**src/rtl/regfile_wb_arbiter.sv**
```systemverilog
// regfile_wb_arbiter
//   Shares the register file's single write port between NUM_SRC writeback
//   requesters (ALU, load unit, CSR, ...). Requesters are served round-robin,
//   one write per cycle, and the regfile write index/data come from registers.
//   A per-register pending scoreboard flags read-after-write hazards to decode.
//
// Ports
//   clk          clock, all state on posedge
//   reset        synchronous, active-high; drops all in-flight and pending writes
//   src_valid    per-requester write request
//   src_ready    one-hot grant (combinational); write accepted when valid&ready
//   src_idx      dest index of requester i at [i*IDX_W +: IDX_W]
//   src_data     write data of requester i at [i*DATA_W +: DATA_W]
//   idx_write    regfile write index, registered (0 = no write)
//   data_write   regfile write data, registered
//   issue_valid  decode issues an instruction writing issue_rd
//   issue_rd     destination of the issued instruction
//   rs1, rs2     decode source indices
//   hazard       rs1 or rs2 has a write outstanding (combinational)
//   pending_cnt  number of registers currently marked pending (registered)
module regfile_wb_arbiter #(
    parameter int NUM_SRC = 3,
    parameter int IDX_W   = 5,
    parameter int DATA_W  = 32
) (
    input  logic                      clk,
    input  logic                      reset,
    input  logic [NUM_SRC-1:0]        src_valid,
    output logic [NUM_SRC-1:0]        src_ready,
    input  logic [NUM_SRC*IDX_W-1:0]  src_idx,
    input  logic [NUM_SRC*DATA_W-1:0] src_data,
    output logic [IDX_W-1:0]          idx_write,
    output logic [DATA_W-1:0]         data_write,
    input  logic                      issue_valid,
    input  logic [IDX_W-1:0]          issue_rd,
    input  logic [IDX_W-1:0]          rs1,
    input  logic [IDX_W-1:0]          rs2,
    output logic                      hazard,
    output logic [IDX_W:0]            pending_cnt
);

    localparam int PTR_W = (NUM_SRC > 1) ? $clog2(NUM_SRC) : 1;
    localparam int NREG  = 1 << IDX_W;
    localparam logic [PTR_W:0]   NSRC = (PTR_W+1)'(NUM_SRC);
    localparam logic [PTR_W-1:0] LAST = PTR_W'(NUM_SRC - 1);

    logic [PTR_W-1:0]  r_rr_ptr;
    logic [IDX_W-1:0]  r_idx_p1;
    logic [DATA_W-1:0] r_data_p1;
    logic [NREG-1:0]   r_pending;
    logic [IDX_W:0]    r_cnt;

    logic              w_found;
    logic [PTR_W-1:0]  w_gidx;
    logic [PTR_W:0]    w_sum;
    logic [IDX_W-1:0]  w_sel_idx;
    logic [DATA_W-1:0] w_sel_data;
    logic [PTR_W-1:0]  w_ptr_next;
    logic [NREG-1:0]   w_pend_next;
    logic [IDX_W:0]    w_cnt_next;

    // Stage p0: round-robin search starting at r_rr_ptr, wrapping modulo NUM_SRC.
    always_comb begin
        w_found = 1'b0;
        w_gidx  = '0;
        w_sum   = '0;
        for (int k = 0; k < NUM_SRC; k++) begin
            w_sum = {1'b0, r_rr_ptr} + (PTR_W+1)'(k);
            if (w_sum >= NSRC) begin
                w_sum = w_sum - NSRC;
            end
            if (!w_found && src_valid[w_sum[PTR_W-1:0]]) begin
                w_found = 1'b1;
                w_gidx  = w_sum[PTR_W-1:0];
            end
        end
        // No grant while in reset, so nothing is accepted that would be dropped.
        if (reset) begin
            w_found = 1'b0;
        end
    end

    always_comb begin
        src_ready  = '0;
        w_sel_idx  = '0;
        w_sel_data = '0;
        for (int i = 0; i < NUM_SRC; i++) begin
            if (w_found && (w_gidx == PTR_W'(i))) begin
                src_ready[i] = 1'b1;
                w_sel_idx    = src_idx[i*IDX_W +: IDX_W];
                w_sel_data   = src_data[i*DATA_W +: DATA_W];
            end
        end
    end

    assign w_ptr_next = (w_gidx == LAST) ? '0 : w_gidx + 1'b1;

    // Scoreboard: clear on the edge the regfile captures r_idx_p1; a same-index
    // issue on that edge wins because it represents a newer outstanding write.
    always_comb begin
        w_pend_next = r_pending;
        if (r_idx_p1 != '0) begin
            w_pend_next[r_idx_p1] = 1'b0;
        end
        if (issue_valid && (issue_rd != '0)) begin
            w_pend_next[issue_rd] = 1'b1;
        end
    end

    always_comb begin
        w_cnt_next = '0;
        for (int r = 0; r < NREG; r++) begin
            w_cnt_next = w_cnt_next + (IDX_W+1)'(w_pend_next[r]);
        end
    end

    // Stage p1: registered regfile write port, pointer and scoreboard.
    always_ff @(posedge clk) begin
        if (reset) begin
            r_rr_ptr  <= '0;
            r_idx_p1  <= '0;
            r_data_p1 <= '0;
            r_pending <= '0;
            r_cnt     <= '0;
        end else begin
            if (w_found) begin
                r_rr_ptr  <= w_ptr_next;
                r_idx_p1  <= w_sel_idx;
                r_data_p1 <= w_sel_data;
            end else begin
                r_idx_p1  <= '0;
                r_data_p1 <= '0;
            end
            r_pending <= w_pend_next;
            r_cnt     <= w_cnt_next;
        end
    end

    assign idx_write   = r_idx_p1;
    assign data_write  = r_data_p1;
    assign pending_cnt = r_cnt;
    // Index 0 never has a pending write, so it never raises a hazard.
    assign hazard = !reset && (((rs1 != '0) && r_pending[rs1]) ||
                               ((rs2 != '0) && r_pending[rs2]));

endmodule

```
**config.mk**
```make
export PLATFORM = sky130hd
export DESIGN_NAME = regfile_wb_arbiter
export DESIGN_NICKNAME = d
export VERILOG_FILES = /design/src/rtl/regfile_wb_arbiter.sv
export SDC_FILE = /design/constraint.sdc
export NUM_CORES = 1
export LEC_CHECK = 0
export CAP_MARGIN = 5
export CORE_MARGIN = 1
export CORE_UTILIZATION = 36
export CTS_BUF_LIST = sky130_fd_sc_hd__clkbuf_4
export DETAILED_ROUTE_END_ITERATION = 16
export PLACE_DENSITY = 0.68
export SYNTH_ARGS = -nofsm -noshare
export SYNTH_HDL_FRONTEND = slang
export SYNTH_SLANG_ARGS = --single-unit
```
**constraint.sdc**
```tcl
create_clock -name clk -period 7.5 [get_ports clk]
set_clock_uncertainty 0.1 [all_clocks]
set_input_delay 1.125 -clock clk [delete_from_list [all_inputs] [get_ports clk]]
set_output_delay 1.125 -clock clk [all_outputs]
set_load 0.02 [all_outputs]
```
Word-level counts from Yosys, hierarchy flattened
Index checks and enable logic that the tools add are counted.
{"block": "word_totals", "reg_bits": 77, "inputBits": 132, "out_inout_bits": 47, "elab_cells": 117}
{"block": "classes", "addsub": 37, "magnitude_cmp": 12, "eq_ne": 2, "muxes": 36, "bitwise_logic": 4, "n_reduce_logical": 21}
{"cell": "$mux W32", "n": 5}
{"cell": "$add A6 B1 Y6", "n": 26}
{"cell": "$and A32 B32 Y32", "n": 1}
{"cell": "$not A32 Y32", "n": 1}
{"cell": "$or A32 B32 Y32", "n": 1}
{"cell": "$lt A5 B6 Y1 const B", "n": 4}
{"cell": "$reduce_bool A5 Y1", "n": 4}
{"cell": "$mux W5", "n": 3}
{"cell": "$mux W1", "n": 14}
{"cell": "$mux W2", "n": 7}
{"cell": "$logic_and A1 B1 Y1", "n": 11}
{"cell": "$bmux W1 S5", "n": 2}
{"cell": "$demux W1 S5", "n": 2}
{"cell": "$ge A5 B1 Y1 const B", "n": 2}
{"cell": "$lt A2 B3 Y1 const B", "n": 3}
{"cell": "$add A5 B1 Y6", "n": 1}
{"cell": "$bmux W1 S2", "n": 3}
{"cell": "$ge A3 B2 Y1 const B", "n": 2}
{"cell": "$sub A2 B2 Y2 const B", "n": 3}
{"cell": "$add A4 B1 Y5", "n": 1}
{"cell": "$add A3 B1 Y4", "n": 1}
{"cell": "$add A2 B1 Y3", "n": 1}
{"cell": "$add A2 B1 Y3 const B", "n": 1}
{"cell": "$add A2 B2 Y3 const B", "n": 1}
{"cell": "other kinds (10)", "n": 12}

Depth between registers and ports, before layout
Gate-level depths: netlist of run 1.
{"block": "depth", "ltp_word": 40, "depth_mapped": 20, "ltp_nobuf": 20}

Least setup slack after synthesis of run 1
OpenSTA, ideal clock, no wires.
{"block": "synth_timing", "path_kind": "input -> register", "startpoint": "input issue_valid", "endpoint": "register r_cnt[4] (netlist: pending_cnt[4])", "arrival_time_ps": 5722, "path_slack_ps": 1551, "cell_stages": 16, "path_buffers": 1, "cell_sequence": "and3_1 -> buf_2 -> a22oi_1 -> fa_1 -> fa_1 -> fa_1 -> inv_1 -> fa_1 -> fa_1 -> fa_1 -> ha_1 -> fa_1 -> a21o_1 -> a21oi_1 -> xor2_1 -> nor2_1"}
{"block": "synth_via", "elab_chain_cells": 33}
{"item": "from (decl)", "line_no": "34", "rtl": "input logic issue_valid,"}
{"item": "$logic_and A1 B1 Y1 *", "line_no": "105", "rtl": "if (issue_valid && (issue_rd != '0)) begin"}
{"item": "$mux W32 *", "line_no": "105"}
{"item": "$add A1 B1 Y2", "line_no": "113", "rtl": "w_cnt_next = w_cnt_next + (IDX_W+1)'(w_pend_next[r]);"}
{"item": "$add A2 B1 Y3", "line_no": "113"}
{"item": "$add A3 B1 Y4", "line_no": "113"}
{"item": "$add A4 B1 Y5", "line_no": "113"}
{"item": "$add A5 B1 Y6", "line_no": "113"}
{"item": "$add A6 B1 Y6 (25 in a row)", "line_no": "113"}
{"item": "$add A6 B1 Y6 *", "line_no": "113"}
{"item": "to (signal assigned)", "line_no": "135", "rtl": "r_cnt <= w_cnt_next;"}
{"item": "to (decl)", "line_no": "51", "rtl": "logic [IDX_W:0] r_cnt;"}
Mark *: on every way between the ends. The rest lies on a longest branch, timed or not.
A chain may end at the register's enable or synchronous reset.

Worst setup path in the final report of run 1
{"block": "layout_timing", "startpoint": "input issue_rd[3]", "endpoint": "register r_cnt[4] (netlist: pending_cnt[4])"}
{"block": "layout_via", "elab_chain_cells": 37, "elab_cells_between_ends": 40, "classes_between": "add/sub (31); order compare (2); mux (3); bitwise (1); reduce/logical (3)"}
{"item": "from (decl)", "line_no": "35", "rtl": "input logic [IDX_W-1:0] issue_rd,"}
{"item": "$lt A5 B6 Y1 (implied by the code) or $ge A5 B1 Y1 (tied branches)", "line_no": "106", "rtl": "w_pend_next[issue_rd] = 1'b1;"}
{"item": "$logic_and A1 B1 Y1 (implied by the code)", "line_no": "106"}
{"item": "$mux W1 (implied by the code)", "line_no": "106"}
{"item": "$demux W1 S5", "line_no": "106"}
{"item": "$or A32 B32 Y32 (no line)"}
{"item": "$mux W32 *", "line_no": "105"}
{"item": "$add A1 B1 Y2", "line_no": "113"}
{"item": "$add A2 B1 Y3", "line_no": "113"}
{"item": "$add A3 B1 Y4", "line_no": "113"}
{"item": "$add A4 B1 Y5", "line_no": "113"}
{"item": "$add A5 B1 Y6", "line_no": "113"}
{"item": "$add A6 B1 Y6 (25 in a row)", "line_no": "113"}
{"item": "$add A6 B1 Y6 *", "line_no": "113"}
Marks and branches as above.

==> results of run 1 <==
-- layout by cell type, fill, tap and decap left out, drive strengths merged, types with 5 or more instances in the layout --
cell and count:
a22oi 20, and2 12, clkdlybuf4s50 178, a22o 11, dfxtp 77, fa 24
a211oi 38, nor2 71, mux2 6, buf 5, inv 29, ha 9
clkbuf 9, mux2i 40, nor3b 9, nand2 37, a21oi 5, mux4 12
nor2b 9, and3 5
-- worst max path at each step --
| stage | from | endpoint | slack (ns) |
|---|---|---|---|
| 3_5_place_dp | issue_rd[3] | pending_cnt[4]$_SDFF_PP0_ | 0.62 |
| 2_1_floorplan | issue_valid | pending_cnt[4]$_SDFF_PP0_ | 1.55 |
| 4_1_cts | issue_rd[3] | pending_cnt[4]$_SDFF_PP0_ | 1.12 |
| 3_3_place_gp | issue_rd[3] | pending_cnt[4]$_SDFF_PP0_ | 0.70 |
| 6_report | issue_rd[3] | pending_cnt[4]$_SDFF_PP0_ | 1.09 |
| 5_1_grt | issue_rd[3] | pending_cnt[4]$_SDFF_PP0_ | 0.93 |
-- registers in the layout, indices dropped and copies added, names as in the netlist --
register / flops
r_pending: 32
idx_write: 5
pending_cnt: 6
r_rr_ptr: 2
data_write: 32
-- metrics by stage --
stage | worst slack [ns] | utilization (%) | instance area, µm² | hold WS [ns] | instances
4_1_cts | 1.12 | 53.5 | 6780 | 0.401 | 823
6_report | 1.09 | 53.5 | 6780 | 0.403 | 823
2_1_floorplan | 1.55 | - | 4690 | 0.334 | 484
3_3_place_gp | 0.703 | 51.9 | 6570 | 0.375 | 807
5_1_grt | 0.934 | 53.5 | 6780 | 0.425 | 823
3_5_place_dp | 0.623 | 51.9 | 6570 | 0.383 | 807
-- cell usage after synthesis, drive strengths merged (3+ instances only) --
master  count  area share (%)
nand2      37             3.0
mux4       12             5.8
and3b       4            0.75
and3        5            0.67
a22o       11             2.1
o21a        3            0.48
o221ai      3            0.56
a21oi       5            0.53
ha          9             2.4
dfxtp      77              33
and2       12             1.6
nor2b       9             1.2
a211oi     38             7.0
nor3b       9             1.4
inv        29             2.3
buf        17             2.6
nor2       71             5.7
clkbuf     15             1.2
a22oi      20             3.2
mux2        6             1.4
nor3        4            0.43
fa         24              10
mux2i      40             8.5
-- cells by family after synthesis --
kind of cell,Yosys count,share of synthesized area [%]
mux,58,15.7
fa+ha+maj,35,13.1
compound gates,93,16.1
buf+inv,61,6.08
simple gates,158,15.8
flops,77,32.8
xor+xnor,2,0.373
-- power groups by stage --
stage	combinational [mW]	sequential, mW	clock [mW]
floorplan	0.188	0.515	0
global placement	0.407	0.475	0
detailed placement	0.412	0.476	0
CTS	0.414	0.467	0.360
global route	0.444	0.471	0.381
finish	0.410	0.467	0.354
-- layout make-up --
cell class	count	area [µm²]	area share, %
multi-input cells	346	2890	42.6
repair buffers	183	1820	26.8
flip-flops and latches	77	1540	22.7
well taps	172	215	3.18
clock inverters	7	138	2.03
inverters	29	109	1.61
clock buffers	9	67.6	0.997
-- layer usage --
layer	up-vias	global-route usage [%]	share of wire, %
met4	0	8.89	2.6
li1	2042	-	-
met2	200	36.2	49
met1	2027	24.4	38
met3	22	9.13	11
met5	-	0	0
-- worst reg2reg max path, stage by stage (launching register included) --
cell,delay [ns]
dfxtp_1,0.58
nor3b_1,0.45
nand2_1,0.12
a22oi_1,0.30
fa_1,0.49
fa_1,0.47
fa_1,0.51
inv_1,0.05
fa_1,0.47
fa_1,0.53
fa_1,0.42
ha_1,0.23
fa_1,0.41
a21o_1,0.19
a21oi_1,0.16
xor2_1,0.16
nor2_1,0.05
==> metrics.csv, run 1 <==
metric,value,unit
outcome,completed,
Worst-path clk slew,0.13,ns
"Slew Viols, Final",0,
final WL,14300,µm
number of synthesis warnings,0,
cell leakage power,2.54,nW
Clock Latency Late Sink,0.44,ns
DRT Pass-1 Iters,5,
Final ANT Viol Nets,0,
WP data arrival,6.64,ns
root buf cell,clkbuf_4,
post-synthesis sequential area ratio,32.8,%
# diodes,0,
worst reg2reg startpoint,idx_write[2]$_SDFF_PP0_,
Tightest Pin Transition,0.761,ns
Max clock buf depth,2,
"Net Count, Synth",649,
Async SR Flop Fraction,0,%
clock share of power,28.7,%
Peak Freq,0.156,GHz
Hold EP,r_pending[0]$_SDFF_PP0_,
die height,116,µm
H-tree levels,3,
pin count of the biggest net entering global routing,75,
layout cells sized above 1,7.53,%
R2R cell count,16,
Rows,41,
Max-Cap Viols,0,
Die ar.,0.0135,mm²
total number of vias,4291,
TritonCTS Sinks,77,
r2r endpoint,pending_cnt[4]$_SDFF_PP0_,
CP dominant cell by count,fa_1,
P_sw,0.380,mW
period utilization,85.5,%
WP data required,7.73,ns
setup TNS after final layout,0,ns
HP Class,reg2reg,
CP cell instances,"clkdlybuf4s50_1, nor3b_1, a22oi_1, fa_1, inv_1, fa_1, inv_1, fa_1, inv_1, fa_1, fa_1, fa_1, ha_1, fa_1, a21o_1, a21oi_1, xor2_1, nor2_1",
Worst setup EP type,register,
final hold vios,0,
GRT Total Usage,21.7,%
hold wc startpoint,r_pending[0]$_SDFF_PP0_,
Tot Pwr,1.23,mW
die width,116,µm
drc violations,0,
CP top delay family,adder cells,
VDD IR max,97.3,µV
R2R Setup Slk,1.72,ns
final setup vio count,0,
mapped cell area,0.00469,mm²
"FF+latch count, synth",77,
Sw Share,30.9,%
combinational share of power,33.3,%
Crit Path Class,in2reg,
"EDFF count, synth",0,
number of I/O pins,179,
Avg WL per Cell,17.4,µm
syn_area_per_cell,9.70,µm²
nets@finish,811,
RePlAce Congestion,0.939,
vias per cell,5.21,
estimated wirelength of the detail-placed design,11200,µm
Initial Util,37.0,%
Layout Area Growth over Synthesis,44.3,%
vias in the first global route,4336,
RSZ-0062 raised after global routing,no,
GRT overflow,0,
CP Buf/Inv Count,4,
min Tclk post-route,6.41,ns
total core area,0.0127,mm²
Yosys cell types,46,
Flop pwr share,38.0,%
IO Port Bufs,178,
DR iter-0 viols,192,
number of buffers created by CTS,9,
Synth Flop Type,dfxtp_1,
Slew Limit Headroom,49.2,%
Critical Path Stages,18,
cell count after synthesis,484,
CP Launch Type,input port,
slowest CP cell,clkdlybuf4s50_1,
internal power,0.851,mW
cts hold-fix bufs,0,
Post-CTS Setup Bufs,0,
initial antenna violation count,0,
CP max stage delay,0.59,ns
first-pass GRT wire length,21900,µm
Post-CTS Resized,0,
Worst Hold Depth,2,
largest fanout on the critical path,8,
# fillers,1169,
Pwr Density,182,mW/mm²
TritonCTS clock tree,built,
(Power assumes the default switching activity.)
==> run 2, diff against run 1 <==
Settings changed: CORE_UTILIZATION 36 to 40, PLACE_DENSITY 0.68 to 0.74.
==> metrics.csv, run 2 (same netlist as run 1, synthesis figures left out) <==
metric,value,unit,change
estimated wirelength of the detail-placed design,10900,µm,-2.6%
Tightest Pin Transition,0.795,ns,+0.0343 ns
Slew Limit Headroom,46.9,%,-2.3 points
total number of vias,4271,,-0.47%
period utilization,86.9,%,+1.5 points
"Slew Viols, Final",0,,unchanged
final setup vio count,0,,unchanged
IO Port Bufs,178,,unchanged
CP cell instances,"clkdlybuf4s50_1, nor3b_1, a22oi_1, fa_1, inv_1, fa_1, inv_1, fa_1, inv_1, fa_1, fa_1, fa_1, ha_1, fa_1, a21o_1, a21oi_1, xor2_1, nor2_1",,
Layout Area Growth over Synthesis,42.1,%,
RePlAce Congestion,0.914,,-2.6%
Avg WL per Cell,18.0,µm,+3.2%
cell leakage power,2.51,nW,-1.2%
Crit Path Class,in2reg,,
outcome,completed,,
DR iter-0 viols,243,,+27%
fin area,0.00667,mm²,-1.6%
CP dominant cell by count,fa_1,,
# diodes,0,,unchanged
Final ANT Viol Nets,0,,unchanged
TritonCTS clock tree,built,,
nets@finish,812,,+0.12%
Post-CTS Resized,0,,unchanged
final WL,14300,µm,-0.42%
WP data required,7.74,ns,about the same
most frequent cells in the layout,"clkdlybuf4s50_1, dfxtp_1, nor2_1",,
CP Launch Type,input port,,
cts hold-fix bufs,0,,unchanged
initial antenna violation count,0,,unchanged
Max-Cap Viols,0,,unchanged
Peak Freq,0.153,GHz,-1.7%
RSZ-0062 raised after global routing,no,,
total core area,0.0114,mm²,-9.9%
min Tclk post-route,6.52,ns,+0.110 ns
HP Class,reg2reg,,
Worst setup EP type,register,,
TritonCTS Sinks,77,,unchanged
Hold WS,0.359,ns,-0.0446 ns
Clock Latency Late Sink,0.47,ns,+0.03 ns
Post-CTS Setup Bufs,0,,unchanged
drc violations,0,,unchanged
die height,110,µm,-5.0%
WP data arrival,6.76,ns,+0.12 ns
Rows,39,,-4.9%
H-tree levels,3,,unchanged
number of I/O pins,179,,unchanged
layout cells sized above 1,7.37,%,-0.15 points
slowest CP cell,clkdlybuf4s50_1,,
VDD IR max,133,µV,+37%
vias per cell,5.38,,+3.2%
setup TNS after final layout,0,ns,unchanged
DP Area,0.00654,mm²,-0.44%
DRT Pass-1 Iters,5,,unchanged
Pwr Density,170,mW/mm²,-6.6%
pin count of the biggest net entering global routing,77,,+2.7%
GRT overflow,0,,unchanged
final hold vios,0,,unchanged
Initial Util,41.1,%,+4.1 points
"most common cell after layout, fill and taps aside",clkdlybuf4s50_1,,
vias in the first global route,4281,,-1.3%
die width,110,µm,-5.0%
first-pass GRT wire length,21900,µm,-0.13%
Max clock buf depth,2,,unchanged
CP top delay family,adder cells,,
Worst-path clk slew,0.10,ns,-0.03 ns
root buf cell,clkbuf_4,,
# fillers,1058,,-9.5%
Die ar.,0.0122,mm²,-9.8%
largest fanout on the critical path,8,,unchanged
CP Buf/Inv Count,4,,unchanged
number of buffers created by CTS,9,,unchanged
GRT Total Usage,24.4,%,+2.7 points
CP max stage delay,0.62,ns,+0.03 ns
run 2: where the power goes:
group          leakage [nW]  switching (mW)  internal (mW)
Combinational          1.81           0.209          0.203
Sequential            0.631          0.0207          0.447
Clock                0.0725           0.143          0.109
Total                  2.51           0.373          0.759
run 2: worst paths after layout:
check                           depth (start not counted)  slack [ns]                   endpoint                    start
worst max-delay path                                   18        0.98  pending_cnt[4]$_SDFF_PP0_              issue_rd[3]
worst min-delay path                                    2        0.36    r_pending[0]$_SDFF_PP0_  r_pending[0]$_SDFF_PP0_
worst max register to register                         16        1.64  pending_cnt[4]$_SDFF_PP0_  idx_write[0]$_SDFF_PP0_
worst min register to register                          2        0.36    r_pending[0]$_SDFF_PP0_  r_pending[0]$_SDFF_PP0_
run 2: cell type report:
class,count,area [µm²],share of cell area [%]
Clock buffer,12,90.1,1.35
Clock inverter,3,37.5,0.563
Sequential cell,77,1540,23.1
Multi-Input combinational cell,346,2890,43.3
Inverter,29,109,1.63
Timing Repair Buffer,184,1830,27.4
Tap cell,143,179,2.68
run 2: routing by layer:
| metal | track usage, % | routed length, µm | vias up |
|---|---|---|---|
| met3 | 8.82 | 1500 | 20 |
| met4 | 8.93 | 265 | 0 |
| met5 | 0 | 0 | - |
| met1 | 28.9 | 5400 | 2018 |
| li1 | - | - | 2034 |
| met2 | 40.4 | 7090 | 199 |
run 2: per-stage QoR:
step           std cells  power, mW  utilization, %  setup WS, ns
2_1_floorplan        484      0.703               -          1.55
3_3_place_gp         779      0.882            57.3         0.619
3_5_place_dp         779      0.890            57.3         0.543
4_1_cts              794       1.15            58.4          1.05
5_1_grt              794       1.20            58.4         0.805
6_report             794       1.13            58.4         0.979
run 2: worst register-to-register path: stages, from the launching register on:
cell and delay, ns:
dfxtp_1 0.39, nor2b_1 0.65, nand2_1 0.11, a22oi_1 0.31
fa_1 0.50, fa_1 0.51, inv_1 0.05, fa_1 0.53
fa_1 0.45, fa_1 0.54, fa_1 0.42, ha_1 0.22
fa_1 0.41, a21o_1 0.19, a21oi_1 0.16, xor2_1 0.15
nor2_1 0.05
